[config.mk]
export PLATFORM = sky130hd
export DESIGN_NAME = trap_sequencer_flat
export DESIGN_NICKNAME = d
export VERILOG_FILES = /design/src/rtl/trap_sequencer_if.sv /design/src/rtl/trap_sequencer.sv /design/src/flat_wrapper.sv
export SDC_FILE = /design/constraint.sdc
export NUM_CORES = 1
export LEC_CHECK = 0
export ABC_AREA = 1
export CAP_MARGIN = 10
export CORE_AREA = 2 2 58 60
export CTS_BUF_LIST = sky130_fd_sc_hd__clkbuf_4 sky130_fd_sc_hd__clkbuf_8
export DETAILED_ROUTE_END_ITERATION = 8
export DIE_AREA = 0 0 60 62
export HOLD_SLACK_MARGIN = 0.02
export PLACE_DENSITY = 0.85
export SKIP_LAST_GASP = 1
export SYNTH_ARGS = -nofsm -noshare
export SYNTH_HDL_FRONTEND = slang
export SYNTH_SLANG_ARGS = --single-unit
[constraint.sdc]
create_clock -name Clock -period 2 [get_ports Clock]
set_clock_uncertainty 0.05 [all_clocks]
set_input_delay 0.3 -clock Clock [delete_from_list [all_inputs] [get_ports Clock]]
set_output_delay 0.3 -clock Clock [all_outputs]
set_load 0.02 [all_outputs]
[src/rtl/trap_sequencer_if.sv]
// Bundles the request inputs and entry strobes of the trap sequencer.
// The master side (control unit / bench) drives requests; the slave side is the sequencer.
interface trap_sequencer_if;
  logic [7:0] Trap_Req;
  logic [5:0] Sw_Trap_Num;
  logic [3:0] Irq_Level;
  logic [3:0] PIL;
  logic       ET;
  logic [4:0] CWP_In;
  logic [6:0] Trap_Type;
  logic       TBR_tt_Ld;
  logic       Pipe_Hold;
  logic       RF_Wr;
  logic       RF_Sel;
  logic [4:0] CWP_Out;
  logic       PSR_Trap_Ld;
  logic       PC_Trap_Sel;
  logic       Error_Mode;
  logic [2:0] fsm_state;

  // Handshake: a request is taken only while the sequencer is in IDLE, on the rising
  // edge where it is present; sources keep it asserted until the trap has been entered.
  modport master (
    output Trap_Req, Sw_Trap_Num, Irq_Level, PIL, ET, CWP_In,
    input  Trap_Type, TBR_tt_Ld, Pipe_Hold, RF_Wr, RF_Sel, CWP_Out,
    input  PSR_Trap_Ld, PC_Trap_Sel, Error_Mode, fsm_state
  );

  modport slave (
    input  Trap_Req, Sw_Trap_Num, Irq_Level, PIL, ET, CWP_In,
    output Trap_Type, TBR_tt_Ld, Pipe_Hold, RF_Wr, RF_Sel, CWP_Out,
    output PSR_Trap_Ld, PC_Trap_Sel, Error_Mode, fsm_state
  );
endinterface

[src/rtl/trap_sequencer.sv]
// SPARC trap entry controller: prioritises pending traps, forms tt, and steps through
// TBR load, PC/nPC save, window decrement/PSR update and vectoring.
module trap_sequencer #(
  parameter int NWINDOWS = 8
) (
  input logic             Clock,
  input logic             Reset,
  trap_sequencer_if.slave bus
);

  typedef enum logic [2:0] {
    IDLE     = 3'd0,
    LATCH    = 3'd1,
    SAVE_PC  = 3'd2,
    SAVE_NPC = 3'd3,
    ADJ_WIN  = 3'd4,
    VECTOR   = 3'd5,
    ERROR    = 3'd6
  } state_t;

  state_t     state;
  logic       exc_pending;
  logic       irq_valid;
  logic       accept;
  logic [6:0] tt_next;
  logic [4:0] cwp_dec;

  logic [6:0] trap_type_q;
  logic       tbr_ld_q;
  logic       rf_wr_q;
  logic       rf_sel_q;
  logic [4:0] cwp_q;
  logic       psr_ld_q;
  logic       pc_sel_q;
  logic       err_q;

  always_comb begin
    exc_pending = |bus.Trap_Req;
    irq_valid   = bus.ET && ((bus.Irq_Level == 4'd15) || (bus.Irq_Level > bus.PIL));
    accept      = exc_pending || irq_valid;
    cwp_dec     = (bus.CWP_In == 5'd0) ? 5'(NWINDOWS - 1) : bus.CWP_In - 5'd1;
    casez (bus.Trap_Req)
      8'b???????1: tt_next = 7'h01;
      8'b??????10: tt_next = 7'h02;
      8'b?????100: tt_next = 7'h03;
      8'b????1000: tt_next = 7'h04;
      8'b???10000: tt_next = 7'h05;
      8'b??100000: tt_next = 7'h06;
      8'b?1000000: tt_next = 7'h07;
      8'b10000000: tt_next = {1'b1, bus.Sw_Trap_Num};
      default:     tt_next = {3'b001, bus.Irq_Level};
    endcase
  end

  // The new CWP is captured at accept so the PSR update it causes cannot feed back
  // through CWP_In and decrement it a second time before VECTOR completes.
  always_ff @(posedge Clock or negedge Reset) begin
    if (!Reset) begin
      state       <= IDLE;
      trap_type_q <= 7'd0;
      tbr_ld_q    <= 1'b0;
      rf_wr_q     <= 1'b0;
      rf_sel_q    <= 1'b0;
      cwp_q       <= 5'd0;
      psr_ld_q    <= 1'b0;
      pc_sel_q    <= 1'b0;
      err_q       <= 1'b0;
    end else begin
      case (state)
        IDLE: begin
          if (exc_pending && !bus.ET) begin
            state <= ERROR;
            err_q <= 1'b1;
          end else if (accept) begin
            state       <= LATCH;
            trap_type_q <= tt_next;
            tbr_ld_q    <= 1'b1;
            cwp_q       <= cwp_dec;
          end
        end
        LATCH: begin
          state    <= SAVE_PC;
          tbr_ld_q <= 1'b0;
          rf_wr_q  <= 1'b1;
          rf_sel_q <= 1'b0;
        end
        SAVE_PC: begin
          state    <= SAVE_NPC;
          rf_sel_q <= 1'b1;
        end
        SAVE_NPC: begin
          state    <= ADJ_WIN;
          rf_wr_q  <= 1'b0;
          rf_sel_q <= 1'b0;
          psr_ld_q <= 1'b1;
        end
        ADJ_WIN: begin
          state    <= VECTOR;
          psr_ld_q <= 1'b0;
          pc_sel_q <= 1'b1;
        end
        VECTOR: begin
          state    <= IDLE;
          pc_sel_q <= 1'b0;
        end
        ERROR: begin
          state <= ERROR;
          err_q <= 1'b1;
        end
        default: state <= IDLE;
      endcase
    end
  end

  assign bus.Trap_Type   = trap_type_q;
  assign bus.TBR_tt_Ld   = tbr_ld_q;
  assign bus.RF_Wr       = rf_wr_q;
  assign bus.RF_Sel      = rf_sel_q;
  assign bus.CWP_Out     = cwp_q;
  assign bus.PSR_Trap_Ld = psr_ld_q;
  assign bus.PC_Trap_Sel = pc_sel_q;
  assign bus.Error_Mode  = err_q;
  assign bus.Pipe_Hold   = (state != IDLE) || accept;
  assign bus.fsm_state   = state;

endmodule
[src/flat_wrapper.sv]
// flat-port wrapper written by rule: the top's interface ports become plain ports
module trap_sequencer_flat 
#(
  parameter int NWINDOWS = 8
)
  (Clock, Reset, bus_Trap_Req, bus_Sw_Trap_Num, bus_Irq_Level, bus_PIL, bus_ET, bus_CWP_In, bus_Trap_Type, bus_TBR_tt_Ld, bus_Pipe_Hold, bus_RF_Wr, bus_RF_Sel, bus_CWP_Out, bus_PSR_Trap_Ld, bus_PC_Trap_Sel, bus_Error_Mode, bus_fsm_state);
  trap_sequencer_if bus_i ();
  input logic Clock;
  input logic Reset;
  input wire logic [$bits(bus_i.Trap_Req)-1:0] bus_Trap_Req;
  input wire logic [$bits(bus_i.Sw_Trap_Num)-1:0] bus_Sw_Trap_Num;
  input wire logic [$bits(bus_i.Irq_Level)-1:0] bus_Irq_Level;
  input wire logic [$bits(bus_i.PIL)-1:0] bus_PIL;
  input wire logic [$bits(bus_i.ET)-1:0] bus_ET;
  input wire logic [$bits(bus_i.CWP_In)-1:0] bus_CWP_In;
  output wire logic [$bits(bus_i.Trap_Type)-1:0] bus_Trap_Type;
  output wire logic [$bits(bus_i.TBR_tt_Ld)-1:0] bus_TBR_tt_Ld;
  output wire logic [$bits(bus_i.Pipe_Hold)-1:0] bus_Pipe_Hold;
  output wire logic [$bits(bus_i.RF_Wr)-1:0] bus_RF_Wr;
  output wire logic [$bits(bus_i.RF_Sel)-1:0] bus_RF_Sel;
  output wire logic [$bits(bus_i.CWP_Out)-1:0] bus_CWP_Out;
  output wire logic [$bits(bus_i.PSR_Trap_Ld)-1:0] bus_PSR_Trap_Ld;
  output wire logic [$bits(bus_i.PC_Trap_Sel)-1:0] bus_PC_Trap_Sel;
  output wire logic [$bits(bus_i.Error_Mode)-1:0] bus_Error_Mode;
  output wire logic [$bits(bus_i.fsm_state)-1:0] bus_fsm_state;
  assign bus_i.Trap_Req = bus_Trap_Req;
  assign bus_i.Sw_Trap_Num = bus_Sw_Trap_Num;
  assign bus_i.Irq_Level = bus_Irq_Level;
  assign bus_i.PIL = bus_PIL;
  assign bus_i.ET = bus_ET;
  assign bus_i.CWP_In = bus_CWP_In;
  assign bus_Trap_Type = bus_i.Trap_Type;
  assign bus_TBR_tt_Ld = bus_i.TBR_tt_Ld;
  assign bus_Pipe_Hold = bus_i.Pipe_Hold;
  assign bus_RF_Wr = bus_i.RF_Wr;
  assign bus_RF_Sel = bus_i.RF_Sel;
  assign bus_CWP_Out = bus_i.CWP_Out;
  assign bus_PSR_Trap_Ld = bus_i.PSR_Trap_Ld;
  assign bus_PC_Trap_Sel = bus_i.PC_Trap_Sel;
  assign bus_Error_Mode = bus_i.Error_Mode;
  assign bus_fsm_state = bus_i.fsm_state;
  trap_sequencer #(.NWINDOWS(NWINDOWS)) u_core (.Clock(Clock), .Reset(Reset), .bus(bus_i));
endmodule
# Word-level counts from Yosys, hierarchy flattened
# Index checks and enable logic that the tools add are counted.
# classes
n_addsub	1
n_div	0
mux	14
reduce_logical	20
magnitude_cmp	1
mul	0
shifts	0
n_eq_ne	18
bitwise_logic	1
# op_table
op	n
one-hot mux 7 bit (8 select lines)	1
one-hot mux 3 bit (6 select lines)	1
== test 3 bit (second input constant)	4
one-hot mux 1 bit (2 select lines)	6
nonzero test 2 bit	6
== test 4 bit (second input constant)	2
== test 8 bit (second input constant)	1
OR reduction 8 bit	1
== test 7 bit (second input constant)	1
== test 3 x 2 -> 1 bit (second input constant)	2
== test 6 bit (second input constant)	1
two-way mux 3 bit	2
AND reduction 3 bit	2
== test 5 bit (second input constant)	1
logical NOT 5 bit	1
two-way mux 5 bit	1
subtractor 5 x 1 -> 5 bit (second input constant)	1
> comparator 4 bit	1
inequality test 2 x 1 -> 1 bit (second input constant)	2
== test 3 x 1 -> 1 bit (second input constant)	1
logical NOT 3 bit	1
logical OR 1 bit	3
two-way mux 1 bit	3
inequality test 3 x 1 -> 1 bit (second input constant)	1
8 further kinds	9
# word_totals
latchBits	0
mem_count	0
mem_bits_ro	0
register_bits	21
in_bits	30
ramBits	0

# Depth between registers and ports, before layout
# Gate-level depths: netlist of run 1.
# logic_depth
ltp_word	7
ltp_mapped	15
depth_no_buf	14

# Worst setup path after synthesis of run 1
# OpenSTA, ideal clock, no wires.
# synth_timing
path_type	register to register
startpoint	reg u_core.state[1] (netlist: u_core.bus.fsm_state[1])
endpoint	reg u_core.state[0] (netlist: u_core.bus.fsm_state[0])
synth_period_minus_slack_ns	1.606
t_arrival_ns	1.437
setup_slack_ns	0.394
setup_time_ns	0.120
path_buffers	0
required_time_ns	1.830
stages_incl_launch_ff	7
cell_sequence	dfrtp_1 nor2_1 nand2_1 nor2_8 nand3_1 o21ai_0 inv_1
# synth_between
elab_chain_len	2
word_cells_on_any_way	8
# synth_lines
element	line	rtl
from (decl)	trap_sequencer.sv:21	state_t state;
from (signal assigned)	trap_sequencer.sv:59	state <= IDLE;
from (signal assigned)	trap_sequencer.sv:72	state <= ERROR;
from (signal assigned)	trap_sequencer.sv:75	state <= LATCH;
== test 3 bit, or another cell as far along	trap_sequencer.sv:69	case (state)
one-hot mux 3 bit (6 select lines) or inequality test 3 x 1 -> 1 bit (tied branches)	-	
# Parallel ways exist; a longest one is shown, timed or not.
# A chain may end at the register's enable or synchronous reset.

# Final worst setup path of run 1
# layout_timing
startpoint	in bus_Trap_Req[4]
endpoint	out bus_Pipe_Hold
# layout_between
elab_chain_len	3
# layout_lines
element	line	rtl
from (decl)	flat_wrapper.sv:10	input wire logic [$bits(bus_i.Trap_Req)-1:0] bus_Trap_Req;
OR reduction 8 bit	trap_sequencer.sv:38	exc_pending = |bus.Trap_Req;
logical OR 1 bit	trap_sequencer.sv:40	accept = exc_pending || irq_valid;
logical OR 1 bit	trap_sequencer.sv:123	assign bus.Pipe_Hold = (state != IDLE) || accept;
to (decl)	flat_wrapper.sv:18	output wire logic [$bits(bus_i.Pipe_Hold)-1:0] bus_Pipe_Hold;
# No other way between the ends.

==> results.py, run 1 <==
metrics = {
    "critical_path": {
        "cp_common_cell": "nor2_2",
        "cp.required_ns": 1.65,
        "cp_slowest_cell": "clkdlybuf4s50_1",
        "cp-end-kind": "output port",
        "start_kind": "primary input",
        "reg2reg_depth": 8,
        "critPathArrivalTime_ns": 1.49,
        "reg2reg_to": "u_core.bus.Trap_Type[6]$_DFFE_PN0P_",
        "r2r_slack_ns": 0.45,
        "rr_startpoint": "u_core.bus.fsm_state[0]$_DFFE_PN0P_",
        "max_stage_delay_ns": 0.43,
        "crit_chain": "clkdlybuf4s50_1 -> nor2_2 -> nand2_2 -> nor2_4 -> nor2_2 -> nor2_8 -> nand3_2 -> buf_6",
        "crit_fanout": 2,
        "crit_type": "primary input to output port",
    },
    "die": {
        "core_region_area_sq_um": 3180,
        "die_area_sq_um": 3720,
        "ios": 52,
        "start_util": 0.404,
        "die_h_um": 62,
        "rows": 21,
        "die_x_um": 60,
    },
    "clocking": {
        "path_clk_slew_ns": 0.11,
        "cts_max_level": 1,
        "numCtsBuffers": 3,
        "insertion_delay_ns": 0.29,
        "hold_buffers": 0,
        "clkSinkCount": 21,
        "tritoncts": "built",
        "cts_buffer_depth": 2,
        "root_buffer": "clkbuf_4",
    },
    "synth": {
        "synth_area_leader_cell": "dfrtp_1",
        "synth_seq_cells": 21,
        "synth.area.top_cells": "dfrtp_1 41%, nand2_1 17%, inv_1 7.3%, nand3_1 5.5%, ha_1 4.9%",
        "netlist-cell-type-count": 21,
        "synth_enable_flop_cells": 0,
        "ys.flop_type": "dfrtp_1",
        "yosysWarnings": 0,
        "synth_top_area_frac": 0.409,
        "synthArstFlopShare": 1.00,
        "syn_area_sq_um": 1280,
        "synth_fp_nets": 204,
        "avgSynthCellArea_sq_um": 7.60,
        "ys_seq_area_frac": 0.409,
        "syn_inst": 169,
    },
    "routing": {
        "routed_via_density": 4.49,
        "drcViolationCount": 0,
        "drt-initial-drc-count": 39,
        "wl_um": 2890,
        "vias": 1312,
        "ant_nets": 0,
        "wl_per_cell_um": 9.88,
        "drt_first_pass_iters": 6,
    },
    "cells_and_area": {
        "num-nets-final": 282,
        "layout-drive-gt1-share": 0.224,
        "stdcell_count": 292,
        "layout_commonest_cell": "nand2_1",
        "seqCellArea_sq_um": 526,
        "area_growth_pct": 62.9,
        "fillCellCount": 271,
        "multi_input_area_sq_um": 683,
        "mostFrequentLayoutCells": "55 x nand2_1, 42 x clkdlybuf4s50_1, 23 x inv_1, 23 x buf_4, 21 x dfrtp_1",
        "diodes": 0,
    },
    "place": {
        "place_congestion": 0.783,
        "hpwl_um": 2380,
        "numPlacedInstances": 287,
        "io_buffers": 51,
    },
    "global_routing": {
        "grt_pass1_vias": 1187,
        "grt_max_degree": 22,
        "grt_usage": 0.176,
        "grt_pass1_wl_um": 4930,
        "antenna_found_initial": 0,
        "grt_overflow": 0,
    },
    "status": {
        "run_status": "finished, final reports clean",
    },
    "min_path": {
        "min_path_type": "primary input to async pin",
    },
    "sta": {
        "min_period_ns": 1.84,
        "slew_headroom": 0.827,
        "setup_viol": 0,
        "worstMarginPinSlew_ns": 0.260,
        "drv_slew": 0,
        "grt_setup_unrepaired": "false",
        "fin_setup_tns_ns": 0,
        "period_share": 0.918,
        "hold_violations": 0,
        "max_freq_mhz": 545,
    },
    "power": {
        "design_power_total_mw": 2.04,
        "power_per_cell_area_nw_per_um2": 973,
        "power.leakage_nw": 1.07,
        "max-vdd-ir-drop_v": 0.000320,
    },
    "job": {
        "max-cap-violations": 0,
    },
}
-- through the flow --
step,util,setup slack (ns),hold slack (ns),instance area (sq um)
2_1_floorplan,-,0.394,-0.0456,1280
6_report,0.658,0.164,0.291,2090
5_1_grt,0.658,0.0830,0.289,2090
4_1_cts,0.653,0.00639,0.286,2080
3_5_place_dp,0.634,-0.499,0.412,2020
3_3_place_gp,0.634,-0.482,0.407,2020
-- logic make-up after synthesis --
kind of cell | share of synthesized area
AND/OR/NAND/NOR | 0.340
XOR/XNOR | 0.00682
flip-flops | 0.409
adder cells (fa/ha/maj) | 0.0487
AO/OA/AOI/OAI | 0.105
buffers and inverters | 0.0906
-- synthesized netlist by cell type (2+ instances only) --
| library cell | instances |
|---|---|
| nor2_2 | 3 |
| dfrtp_1 | 21 |
| buf_6 | 2 |
| o211ai_1 | 3 |
| a21oi_1 | 6 |
| nand4_1 | 3 |
| inv_1 | 25 |
| nand2_2 | 3 |
| ha_1 | 5 |
| nand2_1 | 58 |
| nand3b_1 | 2 |
| o21ai_2 | 7 |
| o21ai_0 | 3 |
| nor2_1 | 8 |
| nand3_1 | 14 |
-- sequential cells by signal, summed over array words and instances (netlist names) --
name,flops
u_core.bus.fsm_state,3
u_core.bus.PC_Trap_Sel,1
u_core.bus.RF_Sel,1
u_core.bus.RF_Wr,1
u_core.bus.PSR_Trap_Ld,1
u_core.bus.CWP_Out,5
u_core.bus.Trap_Type,7
u_core.bus.TBR_tt_Ld,1
u_core.bus.Error_Mode,1
-- worst max-delay path: cells and delay by family --
| family | cells | cell delay (ns) |
|---|---|---|
| simple gates | 6 | 0.62 |
| buf+inv | 2 | 0.57 |
-- power by group --
| group | switching (mW) | total [mW] | internal, mW |
|---|---|---|---|
| logic | 0.612 | 1.17 | 0.557 |
| clock network | 0.124 | 0.198 | 0.0743 |
| registers | 0.0859 | 0.670 | 0.584 |
-- layout make-up --
class / count / area share
repair buffers: 75 / 0.337
multi-input cells: 121 / 0.326
flip-flops and latches: 21 / 0.251
clock inverters: 1 / 0.00239
inverters: 25 / 0.0448
clock buffers: 3 / 0.0108
well taps: 46 / 0.0275
-- timing repair --
item                       4_1_cts  5_1_grt
resized for setup               15        8
setup endpoints to repair        1       14
buffers inserted                 1        0
pin swaps                        6        4
-- worst max path at each step --
stage | startpoint | to | cells past startpoint
floorplan | u_core.bus.fsm_state[1]$_DFFE_PN0P_ | u_core.bus.fsm_state[0]$_DFFE_PN0P_ | 6
global placement | bus_PIL[3] | bus_Pipe_Hold | 12
detailed placement | bus_PIL[3] | bus_Pipe_Hold | 12
CTS | bus_PIL[1] | bus_Pipe_Hold | 12
global route | bus_Trap_Req[1] | bus_Pipe_Hold | 8
finish | bus_Trap_Req[4] | bus_Pipe_Hold | 8
-- metal layers --
metal | vias up | wire (um) | share of wire | track usage
li1 | 697 | - | - | -
met2 | 45 | 1430 | 0.50 | 0.307
met1 | 568 | 1270 | 0.44 | 0.220
met5 | - | 0 | 0 | 0
met4 | 0 | 34 | 0.012 | 0.0667
met3 | 2 | 150 | 0.052 | 0.0248
(Power assumes the default switching activity.)
==> run 2, diff against run 1 <==
Settings changed: SKIP_LAST_GASP 1 to unset.
==> results of run 2 <==
The final DEF is identical to that of run 1; final timing and power are the same.
==> run 3, diff against run 2 <==
Settings changed: CTS_CLUSTER_SIZE set to 14.
==> results of run 3 <==
The final DEF is identical to that of run 1; final timing and power are the same.
